[src/rtl/fetch_unit_if.sv]
// Program-memory fetch handshake between fetch_unit and instruction memory.
// master: fetch side drives imem_req/imem_addr; slave: memory drives imem_ack/imem_data.
interface fetch_unit_if #(
   parameter int AW = 10,
   parameter int IW = 16
) ();
   logic          imem_req;
   logic [AW-1:0] imem_addr;
   logic          imem_ack;
   logic [IW-1:0] imem_data;

   modport master (
      output imem_req,
      output imem_addr,
      input  imem_ack,
      input  imem_data
   );

   modport slave (
      input  imem_req,
      input  imem_addr,
      output imem_ack,
      output imem_data
   );
endinterface

[src/rtl/fetch_unit.sv]
// Instruction fetch stage: PC, req/ack fetch, instruction register, retire count.
// Ports: clk, reset_n, s_inc, halt, imem (master), instr, opcode, instr_valid, pc, halted, retired.
module fetch_unit #(
   parameter int AW = 10,
   parameter int IW = 16,
   parameter int CW = 16
) (
   input  logic          clk,
   input  logic          reset_n,
   input  logic          s_inc,
   input  logic          halt,
   fetch_unit_if.master  imem,
   output logic [IW-1:0] instr,
   output logic [5:0]    opcode,
   output logic          instr_valid,
   output logic [AW-1:0] pc,
   output logic          halted,
   output logic [CW-1:0] retired
);

   typedef enum logic [1:0] {
      IDLE   = 2'd0,
      FETCH  = 2'd1,
      EXEC   = 2'd2,
      HALTED = 2'd3
   } state_t;

   state_t state;
   state_t state_nx;

   always_ff @(posedge clk or negedge reset_n) begin
      if (!reset_n) begin
         state <= IDLE;
      end else begin
         state <= state_nx;
      end
   end

   always_comb begin
      state_nx = state;
      unique case (state)
         IDLE:    state_nx = FETCH;
         FETCH:   if (imem.imem_ack) state_nx = EXEC;
         EXEC:    state_nx = halt ? HALTED : FETCH;
         HALTED:  if (!halt) state_nx = FETCH;
         default: state_nx = IDLE;
      endcase
   end

   always_comb begin
      imem.imem_req = 1'b0;
      instr_valid   = 1'b0;
      halted        = 1'b0;
      unique case (state)
         IDLE:    ;
         FETCH:   imem.imem_req = 1'b1;
         EXEC:    instr_valid   = 1'b1;
         HALTED:  halted        = 1'b1;
         default: ;
      endcase
   end

   assign imem.imem_addr = pc;
   assign opcode         = instr[IW-1:IW-6];

   always_ff @(posedge clk or negedge reset_n) begin
      if (!reset_n) begin
         instr <= '0;
      end else if (state == FETCH && imem.imem_ack) begin
         instr <= imem.imem_data;
      end
   end

   // Jump target is the low AW bits of the instruction word.
   always_ff @(posedge clk or negedge reset_n) begin
      if (!reset_n) begin
         pc <= '0;
      end else if (state == EXEC) begin
         pc <= s_inc ? pc + 1'b1 : instr[AW-1:0];
      end
   end

   // Saturating: a stuck-at-max count is more useful than a wrapped one.
   always_ff @(posedge clk or negedge reset_n) begin
      if (!reset_n) begin
         retired <= '0;
      end else if (state == EXEC && retired != '1) begin
         retired <= retired + 1'b1;
      end
   end

endmodule
[src/flat_wrapper.sv]
// flat-port wrapper written by rule: the top's interface ports become plain ports
module fetch_unit_flat 
#(
   parameter int AW = 10,
   parameter int IW = 16,
   parameter int CW = 16
)
  (clk, reset_n, s_inc, halt, instr, opcode, instr_valid, pc, halted, retired, imem_imem_req, imem_imem_addr, imem_imem_ack, imem_imem_data);
  fetch_unit_if #(.AW(AW), .IW(IW)) imem_i ();
  input  logic clk;
  input  logic reset_n;
  input  logic s_inc;
  input  logic halt;
  output logic [IW-1:0] instr;
  output logic [5:0] opcode;
  output logic instr_valid;
  output logic [AW-1:0] pc;
  output logic halted;
  output logic [CW-1:0] retired;
  output wire logic [$bits(imem_i.imem_req)-1:0] imem_imem_req;
  output wire logic [$bits(imem_i.imem_addr)-1:0] imem_imem_addr;
  input wire logic [$bits(imem_i.imem_ack)-1:0] imem_imem_ack;
  input wire logic [$bits(imem_i.imem_data)-1:0] imem_imem_data;
  assign imem_imem_req = imem_i.imem_req;
  assign imem_imem_addr = imem_i.imem_addr;
  assign imem_i.imem_ack = imem_imem_ack;
  assign imem_i.imem_data = imem_imem_data;
  fetch_unit #(.AW(AW), .IW(IW), .CW(CW)) u_core (.clk(clk), .reset_n(reset_n), .s_inc(s_inc), .halt(halt), .imem(imem_i), .instr(instr), .opcode(opcode), .instr_valid(instr_valid), .pc(pc), .halted(halted), .retired(retired));
endmodule
[config.mk]
export PLATFORM = sky130hd
export DESIGN_NAME = fetch_unit_flat
export DESIGN_NICKNAME = d
export VERILOG_FILES = /design/src/rtl/fetch_unit_if.sv /design/src/rtl/fetch_unit.sv /design/src/flat_wrapper.sv
export SDC_FILE = /design/constraint.sdc
export NUM_CORES = 1
export LEC_CHECK = 0
export BUFFER_PORTS_ARGS = -buffer_cell sky130_fd_sc_hd__buf_2
export CAP_MARGIN = 20
export CELL_PAD_IN_SITES_DETAIL_PLACEMENT = 1
export CELL_PAD_IN_SITES_GLOBAL_PLACEMENT = 1
export CORE_ASPECT_RATIO = 1.75
export CORE_MARGIN = 2
export CORE_UTILIZATION = 37
export DETAILED_ROUTE_END_ITERATION = 10
export PLACE_DENSITY = 0.83
export SLEW_MARGIN = 0
export SYNTH_ARGS = -nofsm -noshare
export SYNTH_HDL_FRONTEND = slang
export SYNTH_SLANG_ARGS = --single-unit
export TNS_END_PERCENT = 1
[constraint.sdc]
create_clock -name clk -period 2.1 [get_ports clk]
set_input_delay 0.21 -clock clk [delete_from_list [all_inputs] [get_ports clk]]
set_output_delay 0.21 -clock clk [all_outputs]
set_load 0.01 [all_outputs]
==> metrics list, run 1 <==
- Combinational fraction of design power: 0.419
* Number of top-level pins: 82
* GRT Resource Usage Total: 0.191
- TritonCTS built the clock tree.
- Avg Synthesized Cell Area: 10.6 um2
- Worst min path class: in -> reg
- Across the run, the number of max-cap violations was 0.
- Main flop type after synthesis: dfrtp_1
- The first TritonRoute pass finished after 4 iterations.
- Classification of the worst setup path: reg -> reg
- The worst setup path is captured at a flip-flop.
- The congestion estimate from routability-driven global placement came to 0.839.
- Detailed-route via count: 1962
- Crit-path max FO: 8
- Sum of net half-perimeters after detailed placement: 4580 um
- Total Power Consumption: 3.78 mW
* Switching power: 1.53 mW
- Flop pwr share: 0.398
- Fraction of power consumed by the clock network: 0.184
- The synthesized design contains 0 enable-type register cells.
- Endpoints failing hold: 0
* Number of endpoints failing setup at the final stage: 0
- Number of design rule violations left after detail routing: 0
* Overall die area: 6800 um2
- Post-CTS Hold Buffers: 1
- Counting the buffers created by CTS gives 5.
* Most frequently used cell type in the post-synthesis netlist: dfrtp_1
* Kind of launch point of the worst setup path: flip-flop
- Count of antenna-violating nets left after detailed routing: 0
* Flip-flop and latch count after synthesis: 44
- Average detailed-routed wire length per instance: 17.1 um
* Post-layout utilization of the core: 0.474
- DRT iter0 DRCs: 55
* Clk Latency, worst-skew pair: 0.32 ns
* Total number of placement rows: 37
- CTS built an H-tree with a depth of 2.
- Min Hold Slack: 0.114 ns
* Number of nets in the final layout: 313
* Relative slew margins: 0.621
- Port buffering added 81 buffers.
- Buffers added to address setup during post-CTS repair amount to 0.
* Post-CTS Resized: 0
* Static Leak: 1.36 nW
* Total number of yosys warnings: 0
- Proportion of netlist area held by the largest area contributor: 0.485
* Initial Utilization: 0.383
- The cell count after synthesis came out at 215.
* Number of filler instances in the final layout: 721
- The number of global-route vias before repair was 1968.
- Proportion of total power due to net switching: 0.405
- IR Drop Worst-Case VDD: 0.750 mV
- STA puts the critical path data arrival time at 1.95 ns.
* WL final: 6250 um
* Unrepaired setup endpoints after global routing: no
- Outcome: complete, no violations
* Yosys cell types: 43
- For this run the aggregate overflow at the end of global routing stands at 0.
- The repair_antennas step left the layout with diodes totalling 0.
- Summed over all instances, the cell type with the most area after synthesis is dfrtp_1.
- Wire length of the first global-routing pass: 9850 um
- Tightest Pin Transition: 0.568 ns
- CTS clock-pin slew for the worst setup and hold paths: 0.10 ns
* Chip width: 63.2 um
* Height of the die: 108 um
- After synthesis the cells add up to 2270 um2.
- Cell types with the largest area share after synthesis: dfrtp_1 49%, mux2_2 8.4%, buf_4 5.3%, a21oi_1 4.4%, nand3_1 3.1%
* Clock Skews: 0.0146 ns
- After detailed routing, the number of vias per cell comes to 5.36.
- For the worst setup path, the data required time is 2.30 ns.
- P per Cell Area: 1350 nW/um2
- Entering global routing, the biggest net connects 45 pins.
- The region available for standard cell placement spans 5930 um2.
* Initial antenna violation count: 0
- In the synthesized netlist the async set-or-reset flop fraction comes to 1.00.
- In the final layout, the share of cells above drive strength 1 is 0.410.
- Internal power component: 2.25 mW
- The count of pins over their slew limit was 0.
* Total number of clock tree sinks: 44
* Ranking of synthesized cells by instance count: 44 x dfrtp_1, 20 x a21oi_1, 17 x mux2_2
- Portion of the post-synthesis area used by sequential elements: 0.485
* Layout overhead on the synthesized area: 23.6%
* Min cycle time layout: 1.75 ns
- Nets in the synthesized netlist: 241
- Final period utilization: 0.832
- Max Clock Freq: 0.572 GHz
* Clock Root Buffer: clkbuf_8
- Accumulated negative setup slack: 0 ns
- In this run the deepest clock path goes through 2 buffers.
-- worst paths after layout --
path / cells past startpoint / slack [ns] / end / startpoint
worst max-delay path: 4 / 0.35 / u_core.retired[1] / u_core.retired[12]
worst min-delay path: 2 / 0.11 / u_core.instr[12] / imem_imem_data[12]
worst max register to register: 4 / 0.35 / u_core.retired[1] / u_core.retired[12]
worst min register to register: 1 / 0.53 / u_core.instr[11] / u_core.instr[11]
max in group asynchronous: 3 / 1.21 / u_core.instr[13] / reset_n
min in group asynchronous: 3 / 0.50 / u_core.imem.imem_addr[8] / reset_n
-- layout by cell type (no fill, tap or decap), types with 2 or more instances in the layout --
| cell type | instances |
|---|---|
| nand3_1 | 14 |
| a211oi_1 | 2 |
| nand2_1 | 15 |
| nor2b_1 | 3 |
| inv_1 | 8 |
| ha_1 | 5 |
| a41oi_1 | 2 |
| nor4_2 | 2 |
| xnor2_1 | 5 |
| o21ai_0 | 6 |
| and3_1 | 2 |
| nand4_1 | 7 |
| a21oi_1 | 20 |
| buf_4 | 5 |
| clkbuf_8 | 5 |
| nor2_1 | 9 |
| xor2_1 | 3 |
| and4_1 | 3 |
| o22ai_1 | 3 |
| dfrtp_1 | 44 |
| buf_2 | 81 |
| a31oi_1 | 3 |
| mux2_2 | 17 |
-- power groups by stage --
stage	clock network, mW	registers, mW	logic, mW
finish	0.694	1.50	1.58
global placement	0	1.51	1.54
CTS	0.717	1.51	1.61
floorplan	0	1.58	0.964
detailed placement	0	1.52	1.60
global route	0.748	1.57	1.73
-- stage by stage --
| step | cells | worst slack, ns | cell area, um2 |
|---|---|---|---|
| CTS | 366 | 0.361 | 2810 |
| floorplan | 215 | 0.324 | 2270 |
| global route | 366 | 0.193 | 2810 |
| global placement | 357 | 0.427 | 2680 |
| detailed placement | 357 | 0.380 | 2680 |
| finish | 366 | 0.352 | 2810 |
-- worst max-delay path, stage by stage, from the launching register on --
cell and delay (ns):
dfrtp_1 0.48, and4_1 0.30, nand2_1 0.14, o31ai_2 0.34, mux2_2 0.37
-- sequential cells by signal, indices dropped and copies added (netlist names) --
name,flops
u_core.instr,16
u_core.retired,16
u_core.imem.imem_addr,10
u_core.state,2
-- kinds of logic after synthesis --
logic type               synth area share
AO/OA/AOI/OAI                       0.131
AND/OR/NAND/NOR                     0.152
XOR/XNOR                           0.0309
flip-flops                          0.485
buffers and inverters              0.0788
multiplexers                       0.0954
adder cells (fa/ha/maj)            0.0276
-- metal layers --
| metal | up-vias | wire, um | track usage |
|---|---|---|---|
| li1 | 909 | - | - |
| met5 | - | 0 | 0 |
| met3 | 13 | 190 | 0.0366 |
| met2 | 47 | 3500 | 0.334 |
| met4 | 0 | 161 | 0.107 |
| met1 | 993 | 2400 | 0.215 |
-- layout make-up --
cell class | count | area [um2] | share of cell area
clock buffer | 5 | 68.8 | 0.0245
clock inverter | 3 | 46.3 | 0.0165
inverter | 8 | 30.0 | 0.0107
multi-input combinational | 140 | 990 | 0.353
sequential | 44 | 1100 | 0.392
tap | 78 | 97.6 | 0.0348
timing repair buffer | 88 | 473 | 0.169
Power figures use the tool's default switching activity.
==> run 2, diff against run 1 <==
--- a/config.mk
+++ b/config.mk
@@ -5,15 +5,16 @@
 export SDC_FILE = /design/constraint.sdc
 export NUM_CORES = 1
 export LEC_CHECK = 0
+export ABC_AREA = 1
 export BUFFER_PORTS_ARGS = -buffer_cell sky130_fd_sc_hd__buf_2
 export CAP_MARGIN = 20
 export CELL_PAD_IN_SITES_DETAIL_PLACEMENT = 1
 export CELL_PAD_IN_SITES_GLOBAL_PLACEMENT = 1
 export CORE_ASPECT_RATIO = 1.75
 export CORE_MARGIN = 2
-export CORE_UTILIZATION = 37
+export CORE_UTILIZATION = 33
 export DETAILED_ROUTE_END_ITERATION = 10
-export PLACE_DENSITY = 0.83
+export PLACE_DENSITY = 0.8
 export SLEW_MARGIN = 0
 export SYNTH_ARGS = -nofsm -noshare
 export SYNTH_HDL_FRONTEND = slang
==> constraint.sdc (replaced) <==
create_clock -name clk -period 1.4 [get_ports clk]
set_input_delay 0.14 -clock clk [delete_from_list [all_inputs] [get_ports clk]]
set_output_delay 0.14 -clock clk [all_outputs]
set_load 0.01 [all_outputs]
==> run 2 against run 1 <==
- utilization shrank 1.4 points
- critical path depth grew 1
- count of clock-buffer cells in the layout grew 1
- flip-flop and latch count is the same
- clock skew shrank 0.0081 ns
- global-route usage shrank 0.55 points
- clock power grew 93%
- synthesized cell count grew 46%
- combinational power grew 94%
- register-to-register slack lost 0.33 ns
- sequential share of layout area shrank 7.3 points
- first-iteration DRC count grew 49%
==> metrics list, run 2 <==
- Main flop type after synthesis: dfrtp_1
* DRT iter0 DRCs: 82
- CTS placed an instance of clkbuf_16 at the clock tree root.
- IR analysis of the VDD net gives a maximum drop of 0.623 mV.
- Average via count per standard cell: 4.91
- Count of antenna-violating nets left after detailed routing: 0
- Data on the critical path arrives at its endpoint at 1.54 ns.
- The initial utilization of the core area, before any placement, comes to 0.339.
- Outcome: complete, no violations
- Final period utilization: 0.984
* Relative slew margins: 0.802
* Proportion of netlist area held by the largest area contributor: 0.432
- Largest net degree at the start of global routing: 45
- The most common cell in the synthesized netlist is nand2_1.
- In this run the core area contains 42 standard-cell rows.
- Clock latency on the worst-skew pair, taken at its later pin, is 0.28 ns.
- Wire length of the first global-routing pass: 12700 um
- In the final timing run, aggregate negative setup slack is 0 ns.
* Clock Skews: 0.00646 ns
* Initial antenna violation count: 0
- Layout overhead on the synthesized area: 35.3%
* Portion of the post-synthesis area used by sequential elements: 0.432
* Yosys cell types: 29
* Static Leak: 1.74 nW
- The tool flagged a number of max-cap violations equal to 0.
* Reg-to-reg slack, setup: 0.02 ns
- The number of nets in the synthesized netlist is 340.
* Core Region: 7510 um2
- Cell types with the largest area share after synthesis: dfrtp_1 43%, nand2_1 14%, mux2_2 6.6%, buf_4 4.7%, nand3_1 4.5%
* Most common cell after layout, fill and taps aside: nand2_1
* Tightest Pin Transition: 0.297 ns
* Endpoints failing hold: 0
- The library cells used most frequently in the layout, excluding fill and tap cells, are 89 x nand2_1, 81 x buf_2, 42 x dfrtp_1, 28 x inv_1, 25 x buf_4.
- Once placement completed, the tool counted placed cells totaling 489.
* Post-layout utilization of the core: 0.459
* Crit-path max FO: 17
- Synthesis inferred 44 register bits.
- On the final layout, the worst hold slack is 0.0892 ns.
* Height of the die: 120 um
- Sum of net half-perimeters after detailed placement: 5910 um
- For this run the aggregate overflow at the end of global routing stands at 0.
- During synthesis, Yosys emitted a total of 0 warnings.
* Number of port buffers: 81
* Max-slew violation count: 0
- The worst setup path is captured at a flip-flop.
- Routability-driven placement finished with a final weighted congestion of 0.861.
- Total number of clock tree sinks: 44
* Number of design rule violations left after detail routing: 0
- Worst min path class: in -> reg
- The routed layout has 2457 vias.
- Fraction of final layout cells with drive strength greater than 1: 0.398
- In the global route stage, overall resource usage came out at 0.185.
- Overall die area: 8470 um2
- A synthesized cell averages 8.12 um2.
* Number of nets in the final layout: 437
* Min cycle time layout: 1.38 ns
- Summed over all layers, the routed wires come to 7520 um.
* Post-route cell area: 3450 um2
* Number of CTS-inserted buffers: 5
- The H-tree generated during clock tree synthesis spans 2 levels.
- Leaving out filler cells and counting taps, the final layout contains 500.
* Kind of launch point of the worst setup path: flip-flop
- From left edge to right edge, the die measures 70.5 um.
* Synthesized netlist cell count: 314
* CTS clock-pin slew for the worst setup and hold paths: 0.07 ns
* Number of endpoints failing setup at the final stage: 0
- Average detailed-routed wire length per instance: 15.0 um
- The pre-antenna-repair detailed-routing pass consisted of 4 iterations.
* Number of synthesized flops with an enable pin: 0
- P per Cell Area: 1910 nW/um2
- The number of antenna diodes in the final layout is 0.
* Area post-placement: 3160 um2
* CTS tree: done
- Via count of the first global-routing pass: 2669
- Classification of the worst setup path: reg -> reg
- Max Clock Freq: 0.726 GHz
- Combined area of all synthesized cells: 2550 um2
- Unrepaired setup endpoints after global routing: yes
- Async SR Flop Fraction: 1.00
- Cell type contributing the most total cell area after synthesis: dfrtp_1
* Buffer levels on the longest clock path: 2
* Ranking of synthesized cells by instance count: 93 x nand2_1, 44 x dfrtp_1, 29 x inv_1
* Required arrival time at the worst endpoint: 1.57 ns
- Number of top-level pins: 82
-- run 2: cell types whose count changed in the layout (fill, tap and decap cells not counted), moves of 8 or more --
cell     delta
nand2_1    +74
a21oi_1    -13
buf_4      +20
nand3_1     +8
nor2_1     +13
o21ai_0     +9
inv_1      +20
-- run 2: where the power goes --
part	internal, mW	switching, mW	leakage (nW)
clock	0.841	0.499	0.0808
sequential	1.74	0.455	0.543
combinational	1.41	1.66	1.12
-- run 2: through the flow --
stage | total power [mW] | setup WS, ns
6_report | 6.60 | 0.0218
5_1_grt | 7.10 | -0.0447
4_1_cts | 6.59 | -0.00998
3_5_place_dp | 5.17 | -0.0485
3_3_place_gp | 5.00 | 0.0335
2_1_floorplan | 4.05 | -0.0510
-- run 2: critical path, stage by stage, from the launching register on --
cell     delay, ns
dfrtp_2       0.41
inv_1         0.06
ha_2          0.19
nand2_2       0.09
buf_12        0.15
mux2_2        0.35
-- run 2: kinds of logic after synthesis --
logic type               after synthesis  synth area share
AO/OA/AOI/OAI                         30            0.0658
XOR/XNOR                               8            0.0275
adder cells (fa/ha/maj)                5            0.0245
buffers and inverters                 54             0.108
flip-flops                            44             0.432
multiplexers                          15            0.0662
AND/OR/NAND/NOR                      158             0.276
-- run 2: worst paths after layout --
check / startpoint / endpoint / cells after the start
max: u_core.state[1] / u_core.instr[4] / 5
min: imem_imem_data[8] / u_core.instr[8] / 2
max reg2reg: u_core.state[1] / u_core.instr[4] / 5
min reg2reg: u_core.instr[10] / u_core.instr[10] / 1
max in group asynchronous: reset_n / u_core.retired[10] / 3
min in group asynchronous: reset_n / u_core.instr[1] / 3
-- run 2: metal layers --
layer | share of wire | vias to the layer above | global-route usage
met4 | 0.026 | 0 | 0.0637
met1 | 0.35 | 1193 | 0.192
li1 | - | 1173 | -
met3 | 0.042 | 16 | 0.0217
met2 | 0.58 | 75 | 0.370
met5 | 0 | - | 0
-- run 2: area by class of cell --
class	instances	area, um2
fillers	953	4060
multi-input cells	216	1260
flip-flops and latches	44	1100
repair buffers	113	688
clock buffers	6	129
inverters	31	123
well taps	88	110
clock inverters	2	35.0
-- run 2: repair_timing --
action	CTS	global route
hold buffers	1	0
gates cloned	0	0
buffers inserted	1	1
resized for setup	6	26
hold endpoints to repair	44	0
setup endpoints to repair	20	38
pin swaps	0	1
